`src/rtl/bnn_load_if.sv`:
```
// bnn_load_if: load-sequencer bus between the input synchronizer, buffers and compute engine
//   master: driven by bnn_load_ctrl (buffer writes, compute start, status)
//   slave : the surrounding logic (synchronized streams, compute done)
interface bnn_load_if #(
  parameter int WORD_W = 8,
  parameter int ADDR_W = 7
);
  logic              sync_p;
  logic              sync_w;
  logic              sync_en;
  logic              buf_we;
  logic [ADDR_W-1:0] buf_waddr;
  logic [WORD_W-1:0] pix_wdata;
  logic [WORD_W-1:0] wgt_wdata;
  logic              comp_start;
  logic              comp_done;
  logic              busy;
  logic              frame_ok;
  logic              err_short;
  logic              err_long;
  modport master (
    input  sync_p, sync_w, sync_en, comp_done,
    output buf_we, buf_waddr, pix_wdata, wgt_wdata, comp_start, busy, frame_ok, err_short, err_long
  );
  modport slave (
    output sync_p, sync_w, sync_en, comp_done,
    input  buf_we, buf_waddr, pix_wdata, wgt_wdata, comp_start, busy, frame_ok, err_short, err_long
  );
endinterface

```
`src/rtl/bnn_load_ctrl.sv`:
```
// bnn_load_ctrl: frame-load sequencer; deserializes pixel/weight bit streams into buffer words,
// then starts the compute engine and waits for completion.
//   clk, reset_n : clock, synchronous active-low reset
//   bus (master) : sync_p/sync_w/sync_en streams in, buf_we/buf_waddr/pix_wdata/wgt_wdata out,
//                  comp_start out / comp_done in, busy/frame_ok/err_short/err_long status out
module bnn_load_ctrl #(
  parameter int N_BITS = 784,
  parameter int WORD_W = 8,
  parameter int ADDR_W = 7
) (
  input logic        clk,
  input logic        reset_n,
  bnn_load_if.master bus
);
  localparam int CNT_W = $clog2(N_BITS + 1);
  typedef enum logic [2:0] {IDLE, LOAD, FLUSH, START, COMPUTE} state_t;
  state_t            state, state_nx;
  logic              en_q;
  logic              armed;
  logic [CNT_W-1:0]  bit_cnt;
  logic [CNT_W-1:0]  idx;
  logic [WORD_W-1:0] pix_sr, wgt_sr;
  logic [WORD_W-1:0] pix_nx, wgt_nx;
  logic              start, accept, sample, last, word_end, set_short, set_long;
  always_comb begin
    // armed blocks a frame when sync_en is already high coming out of reset
    start     = bus.sync_en && !en_q && armed;
    accept    = state == IDLE && start;
    // the bit sampled in IDLE is always bit 0, whatever bit_cnt was left at
    idx       = state == IDLE ? '0 : bit_cnt;
    sample    = accept || (state == LOAD && bus.sync_en);
    last      = idx == CNT_W'(N_BITS - 1);
    word_end  = (idx % CNT_W'(WORD_W)) == CNT_W'(WORD_W - 1);
    set_short = state == LOAD && !bus.sync_en;
    set_long  = state == FLUSH && bus.sync_en;
    pix_nx    = {pix_sr[WORD_W-2:0], bus.sync_p};
    wgt_nx    = {wgt_sr[WORD_W-2:0], bus.sync_w};
    state_nx  = state == IDLE  ? (accept ? LOAD : IDLE) :
                state == LOAD  ? (!bus.sync_en ? IDLE : last ? FLUSH : LOAD) :
                state == FLUSH ? START :
                state == START ? COMPUTE :
                                 (bus.comp_done ? IDLE : COMPUTE);
    bus.busy       = state != IDLE;
    bus.comp_start = state == START;
    bus.frame_ok   = state == COMPUTE && bus.comp_done;
  end
  always_ff @(posedge clk)
    if (!reset_n) state <= IDLE;
    else          state <= state_nx;
  always_ff @(posedge clk)
    if (!reset_n) begin
      en_q          <= 1'b0;
      armed         <= !bus.sync_en;
      bit_cnt       <= '0;
      pix_sr        <= '0;
      wgt_sr        <= '0;
      bus.buf_we    <= 1'b0;
      bus.buf_waddr <= '0;
      bus.pix_wdata <= '0;
      bus.wgt_wdata <= '0;
      bus.err_short <= 1'b0;
      bus.err_long  <= 1'b0;
    end else begin
      en_q          <= bus.sync_en;
      armed         <= armed || !bus.sync_en;
      bus.buf_we    <= sample && word_end;
      if (sample) begin
        bit_cnt <= idx + CNT_W'(1);
        pix_sr  <= pix_nx;
        wgt_sr  <= wgt_nx;
      end
      if (sample && word_end) begin
        bus.buf_waddr <= ADDR_W'(idx / CNT_W'(WORD_W));
        bus.pix_wdata <= pix_nx;
        bus.wgt_wdata <= wgt_nx;
      end
      bus.err_short <= !accept && (bus.err_short || set_short);
      bus.err_long  <= !accept && (bus.err_long || set_long);
    end
endmodule

```
`src/flat_wrapper.sv`:
```
// flat-port wrapper written by rule: the top's interface ports become plain ports
module bnn_load_ctrl_flat 
#(
  parameter int N_BITS = 784,
  parameter int WORD_W = 8,
  parameter int ADDR_W = 7
)
  (clk, reset_n, bus_sync_p, bus_sync_w, bus_sync_en, bus_comp_done, bus_buf_we, bus_buf_waddr, bus_pix_wdata, bus_wgt_wdata, bus_comp_start, bus_busy, bus_frame_ok, bus_err_short, bus_err_long);
  bnn_load_if #(.WORD_W(WORD_W), .ADDR_W(ADDR_W)) bus_i ();
  input logic clk;
  input logic reset_n;
  input wire logic [$bits(bus_i.sync_p)-1:0] bus_sync_p;
  input wire logic [$bits(bus_i.sync_w)-1:0] bus_sync_w;
  input wire logic [$bits(bus_i.sync_en)-1:0] bus_sync_en;
  input wire logic [$bits(bus_i.comp_done)-1:0] bus_comp_done;
  output wire logic [$bits(bus_i.buf_we)-1:0] bus_buf_we;
  output wire logic [$bits(bus_i.buf_waddr)-1:0] bus_buf_waddr;
  output wire logic [$bits(bus_i.pix_wdata)-1:0] bus_pix_wdata;
  output wire logic [$bits(bus_i.wgt_wdata)-1:0] bus_wgt_wdata;
  output wire logic [$bits(bus_i.comp_start)-1:0] bus_comp_start;
  output wire logic [$bits(bus_i.busy)-1:0] bus_busy;
  output wire logic [$bits(bus_i.frame_ok)-1:0] bus_frame_ok;
  output wire logic [$bits(bus_i.err_short)-1:0] bus_err_short;
  output wire logic [$bits(bus_i.err_long)-1:0] bus_err_long;
  assign bus_i.sync_p = bus_sync_p;
  assign bus_i.sync_w = bus_sync_w;
  assign bus_i.sync_en = bus_sync_en;
  assign bus_i.comp_done = bus_comp_done;
  assign bus_buf_we = bus_i.buf_we;
  assign bus_buf_waddr = bus_i.buf_waddr;
  assign bus_pix_wdata = bus_i.pix_wdata;
  assign bus_wgt_wdata = bus_i.wgt_wdata;
  assign bus_comp_start = bus_i.comp_start;
  assign bus_busy = bus_i.busy;
  assign bus_frame_ok = bus_i.frame_ok;
  assign bus_err_short = bus_i.err_short;
  assign bus_err_long = bus_i.err_long;
  bnn_load_ctrl #(.N_BITS(N_BITS), .WORD_W(WORD_W), .ADDR_W(ADDR_W)) u_core (.clk(clk), .reset_n(reset_n), .bus(bus_i));
endmodule
```
`config.mk`:
```
export PLATFORM = sky130hd
export DESIGN_NAME = bnn_load_ctrl_flat
export DESIGN_NICKNAME = d
export VERILOG_FILES = /design/src/rtl/bnn_load_if.sv /design/src/rtl/bnn_load_ctrl.sv /design/src/flat_wrapper.sv
export SDC_FILE = /design/constraint.sdc
export NUM_CORES = 1
export LEC_CHECK = 0
export ABC_AREA = 1
export CORE_MARGIN = 10
export CORE_UTILIZATION = 39
export CTS_CLUSTER_DIAMETER = 80
export DETAILED_ROUTE_END_ITERATION = 8
export PLACE_DENSITY = 0.62
export SYNTH_ARGS = -nofsm -noshare
export SYNTH_HDL_FRONTEND = slang
export SYNTH_SLANG_ARGS = --single-unit
```
`constraint.sdc`:
```
create_clock -name clk -period 5.3 [get_ports clk]
set_input_delay 0.53 -clock clk [delete_from_list [all_inputs] [get_ports clk]]
set_output_delay 0.53 -clock clk [all_outputs]
set_load 0.02 [all_outputs]
```
==> summary.txt <==
FMAX -> 416.9 MHz
Hold Buf Count CTS -> 0
Power per cell area -> 294.6 mW/mm²
Cell taking the most area after synthesis -> dfxtp_1
Placed insts -> 375
Final Hold Vio Count -> 0
Drt pass-1 iters -> 4
Fin Clk Skew -> 0.004030 ns
Post-CTS setup buffer count -> 0
Mapped Avg Cell Area -> 7.726 µm²
Max-slew headroom -> 0.7336
Yosys top cell area share -> 0.5090
Main synth FF type -> dfxtp_1
First-pass GRT wire length -> 8135 µm
Crit-path slowest cell -> dfxtp_1
Outcome -> completed
Reg clk slew, reported paths -> 0.10 ns
Area of the multi-input gates -> 880.8 µm²
Post-Synth XOR/XNOR Area -> 0.004049
CP Launch Type -> register
Synth Area in Compound Gates -> 0.1689
CTS Sinks -> 55
Pleak -> 1.059 nW
Pins over their slew limit -> 0
Mapped cell area -> 0.002163 mm²
H-tree levels -> 2
Largest net degree at the start of global routing -> 45
CP bufs+invs -> 3
Min-delay worst type -> reg -> reg
Die area -> 0.008926 mm²
Register area -> 0.001101 mm²
Routed wire per std cell -> 12.47 µm
Vias in the first global route -> 1688
DIE HEIGHT -> 94.48 µm
Clock Path Buffers -> 2
Cells after synthesis -> 280
Final nets -> 318
Fillers -> 525
Remaining Overflow, GRT -> 0
Number of buffers created by CTS -> 5
Crit end category -> register
Top cells by area, synth -> dfxtp_1, nor2_1, o21ai_0
Final period utilization -> 0.4526
ANT cells -> 0
Setup TNS -> 0 ns
Layout cells sized above 1 -> 0.05466
Area of the core -> 0.005439 mm²
Die width -> 94.48 µm
Setup Crit Path Kind -> reg -> reg
Worst VDD drop -> 0.0001530 V
Final Critical Period -> 2.399 ns
Mapped Nets -> 288
CTS resizes -> 0
Slew @ Worst Pin -> 0.3896 ns
Max Cap Viol -> 0
Gr usage total -> 0.1116
CTS tree -> yes
Root buf cell -> clkbuf_8
Simple-gate share of the synthesized area -> 0.2227
Post-synthesis mux area share -> 0
CP delay by family, top -> simple AND/OR/NAND/NOR gates
Drt total wl -> 4777 µm
I/O pins -> 35
# rows -> 27
Via-to-Cell Ratio -> 4.697
Final cell count without fillers -> 383
#FFs+latches synth -> 55
RePlAce Congestion -> 0.8340
Worst Path Arrival -> 2.63 ns
Worst path max stage delay -> 0.41 ns
Register area share after synthesis -> 0.5090
EDFF count, synth -> 0
Setup violators final -> 0
CP Cell Sequence -> inv_1, nand2_2, inv_2, nor2_1, ha_1, ha_1, nand2_4, inv_2, nand2_1, o21ai_0
Cell variety after synth -> 27
Number of remaining DRC errors -> 0
Required time of the worst setup path -> 5.54 ns
Clock Latency Late Sink -> 0.31 ns
Initial Util -> 0.3977
Initial DRC Count -> 72
Initial antenna violation count -> 0
HPWL Detailed -> 3392 µm
Area growth from synthesis to layout -> 22.85%
Warnings from Yosys -> 0
Main combinational cell family by area after synthesis -> simple AND/OR/NAND/NOR gates
Post-DRT Antenna Nets -> 0
Vias post-DR -> 1799
RSZ-0062 raised after global routing -> no
Ys async rst share -> 0
CP max FO -> 21
PortBufs -> 34
Post-Synth Adder-Cell Area -> 0.01157
-- synth_stat cells, types with 2 or more instances --
library cell,count
nand4_1,4
buf_2,4
ha_1,2
buf_4,2
o211ai_1,2
nor2_1,49
o21ai_0,34
nand2_1,30
inv_2,3
a21oi_1,24
nand2_4,3
nand3_1,15
clkbuf_1,5
nor3_1,4
o21ai_1,6
dfxtp_1,55
inv_1,28
-- where the power goes --
group	switching, mW	internal, mW
clock	0.137	0.156
combinational	0.0375	0.0172
sequential	0.00779	0.428
total	0.183	0.600
-- state kept, by name, indices dropped and copies added (netlist names), 3 cells and up --
name	flops
u_core.bit_cnt	10
u_core.bus.buf_waddr	7
u_core.bus.pix_wdata	8
u_core.bus.wgt_wdata	8
u_core.pix_sr	7
u_core.state	3
u_core.wgt_sr	7
-- worst reg2reg max path: stages, from the launching register on --
cell	delay, ns
dfxtp_1	0.41
inv_1	0.08
nand2_2	0.27
inv_2	0.12
nor2_1	0.11
ha_1	0.18
ha_1	0.28
nand2_4	0.17
inv_2	0.31
nand2_1	0.21
o21ai_0	0.19
-- layout by cell type (no fill, tap or decap) --
master | Yosys | layout
dfxtp_1 | 55 | 55
nor2_1 | 49 | 49
o21ai_0 | 34 | 34
clkdlybuf4s50_1 | 0 | 34
nand2_1 | 30 | 30
inv_1 | 28 | 28
a21oi_1 | 24 | 24
nand3_1 | 15 | 15
o21ai_1 | 6 | 6
clkbuf_8 | 0 | 6
nor3_1 | 4 | 4
nand4_1 | 4 | 4
inv_2 | 3 | 3
nand2_4 | 3 | 3
o211ai_1 | 2 | 2
ha_1 | 2 | 2
nor2_4 | 1 | 1
nand2_2 | 1 | 1
o21a_1 | 1 | 1
o21bai_1 | 1 | 1
a2111oi_0 | 1 | 1
and2_1 | 1 | 1
nor3b_1 | 1 | 1
xor2_1 | 1 | 1
a31oi_1 | 1 | 1
bufinv_16 | 0 | 1
inv_6 | 0 | 1
buf_4 | 2 | 1
-- cells by family (layout without fill, tap and decap cells) --
group | Yosys count | after routing
and+or+nand+nor | 109 | 109
AOI/OAI and AO/OA | 70 | 70
DFF | 55 | 55
buffers and inverters | 43 | 74
adders and majority gates | 2 | 2
xor gates and xnor gates | 1 | 1
-- final timing paths --
check | slack (ns) | cells past startpoint | from | to
worst max-delay path | 2.90 | 10 | u_core.state[0] | u_core.bus.wgt_wdata[4]
worst max register to register | 2.90 | 10 | u_core.state[0] | u_core.bus.wgt_wdata[4]
worst min register to register | 0.48 | 2 | u_core.bit_cnt[1] | u_core.bit_cnt[1]
worst min-delay path | 0.48 | 2 | u_core.bit_cnt[1] | u_core.bit_cnt[1]
-- metal layers --
layer  vias up  GRT usage  share of wire
met1       783     0.1515           0.50
met4         0    0.05237          0.015
li1        971          -              -
met2        37     0.1619           0.43
met3         8    0.02776          0.060
met5         -          0              0
-- stage by stage --
stage / hold WS (ns) / total power, mW / worst slack (ns) / area, µm² / utilization
after floorplan: 0.4440 / 0.4832 / 3.430 / 2163 / -
after global placement: 0.4624 / 0.4992 / 2.731 / 2536 / 0.4663
after detailed placement: 0.4623 / 0.4993 / 2.650 / 2536 / 0.4663
after CTS: 0.4777 / 0.7914 / 2.865 / 2658 / 0.4886
after global routing: 0.5005 / 0.8121 / 2.556 / 2658 / 0.4886
final: 0.4767 / 0.7830 / 2.901 / 2658 / 0.4886
-- cell type report --
| type | instances | area share |
|---|---|---|
| timing repair buffer | 35 | 0.1309 |
| clock buffer | 6 | 0.03107 |
| multi-input combinational | 182 | 0.3315 |
| tap | 72 | 0.03390 |
| sequential | 55 | 0.4143 |
| inverter | 31 | 0.04379 |
| clock inverter | 2 | 0.01460 |
No activity file was read; power rests on OpenSTA's default activity.
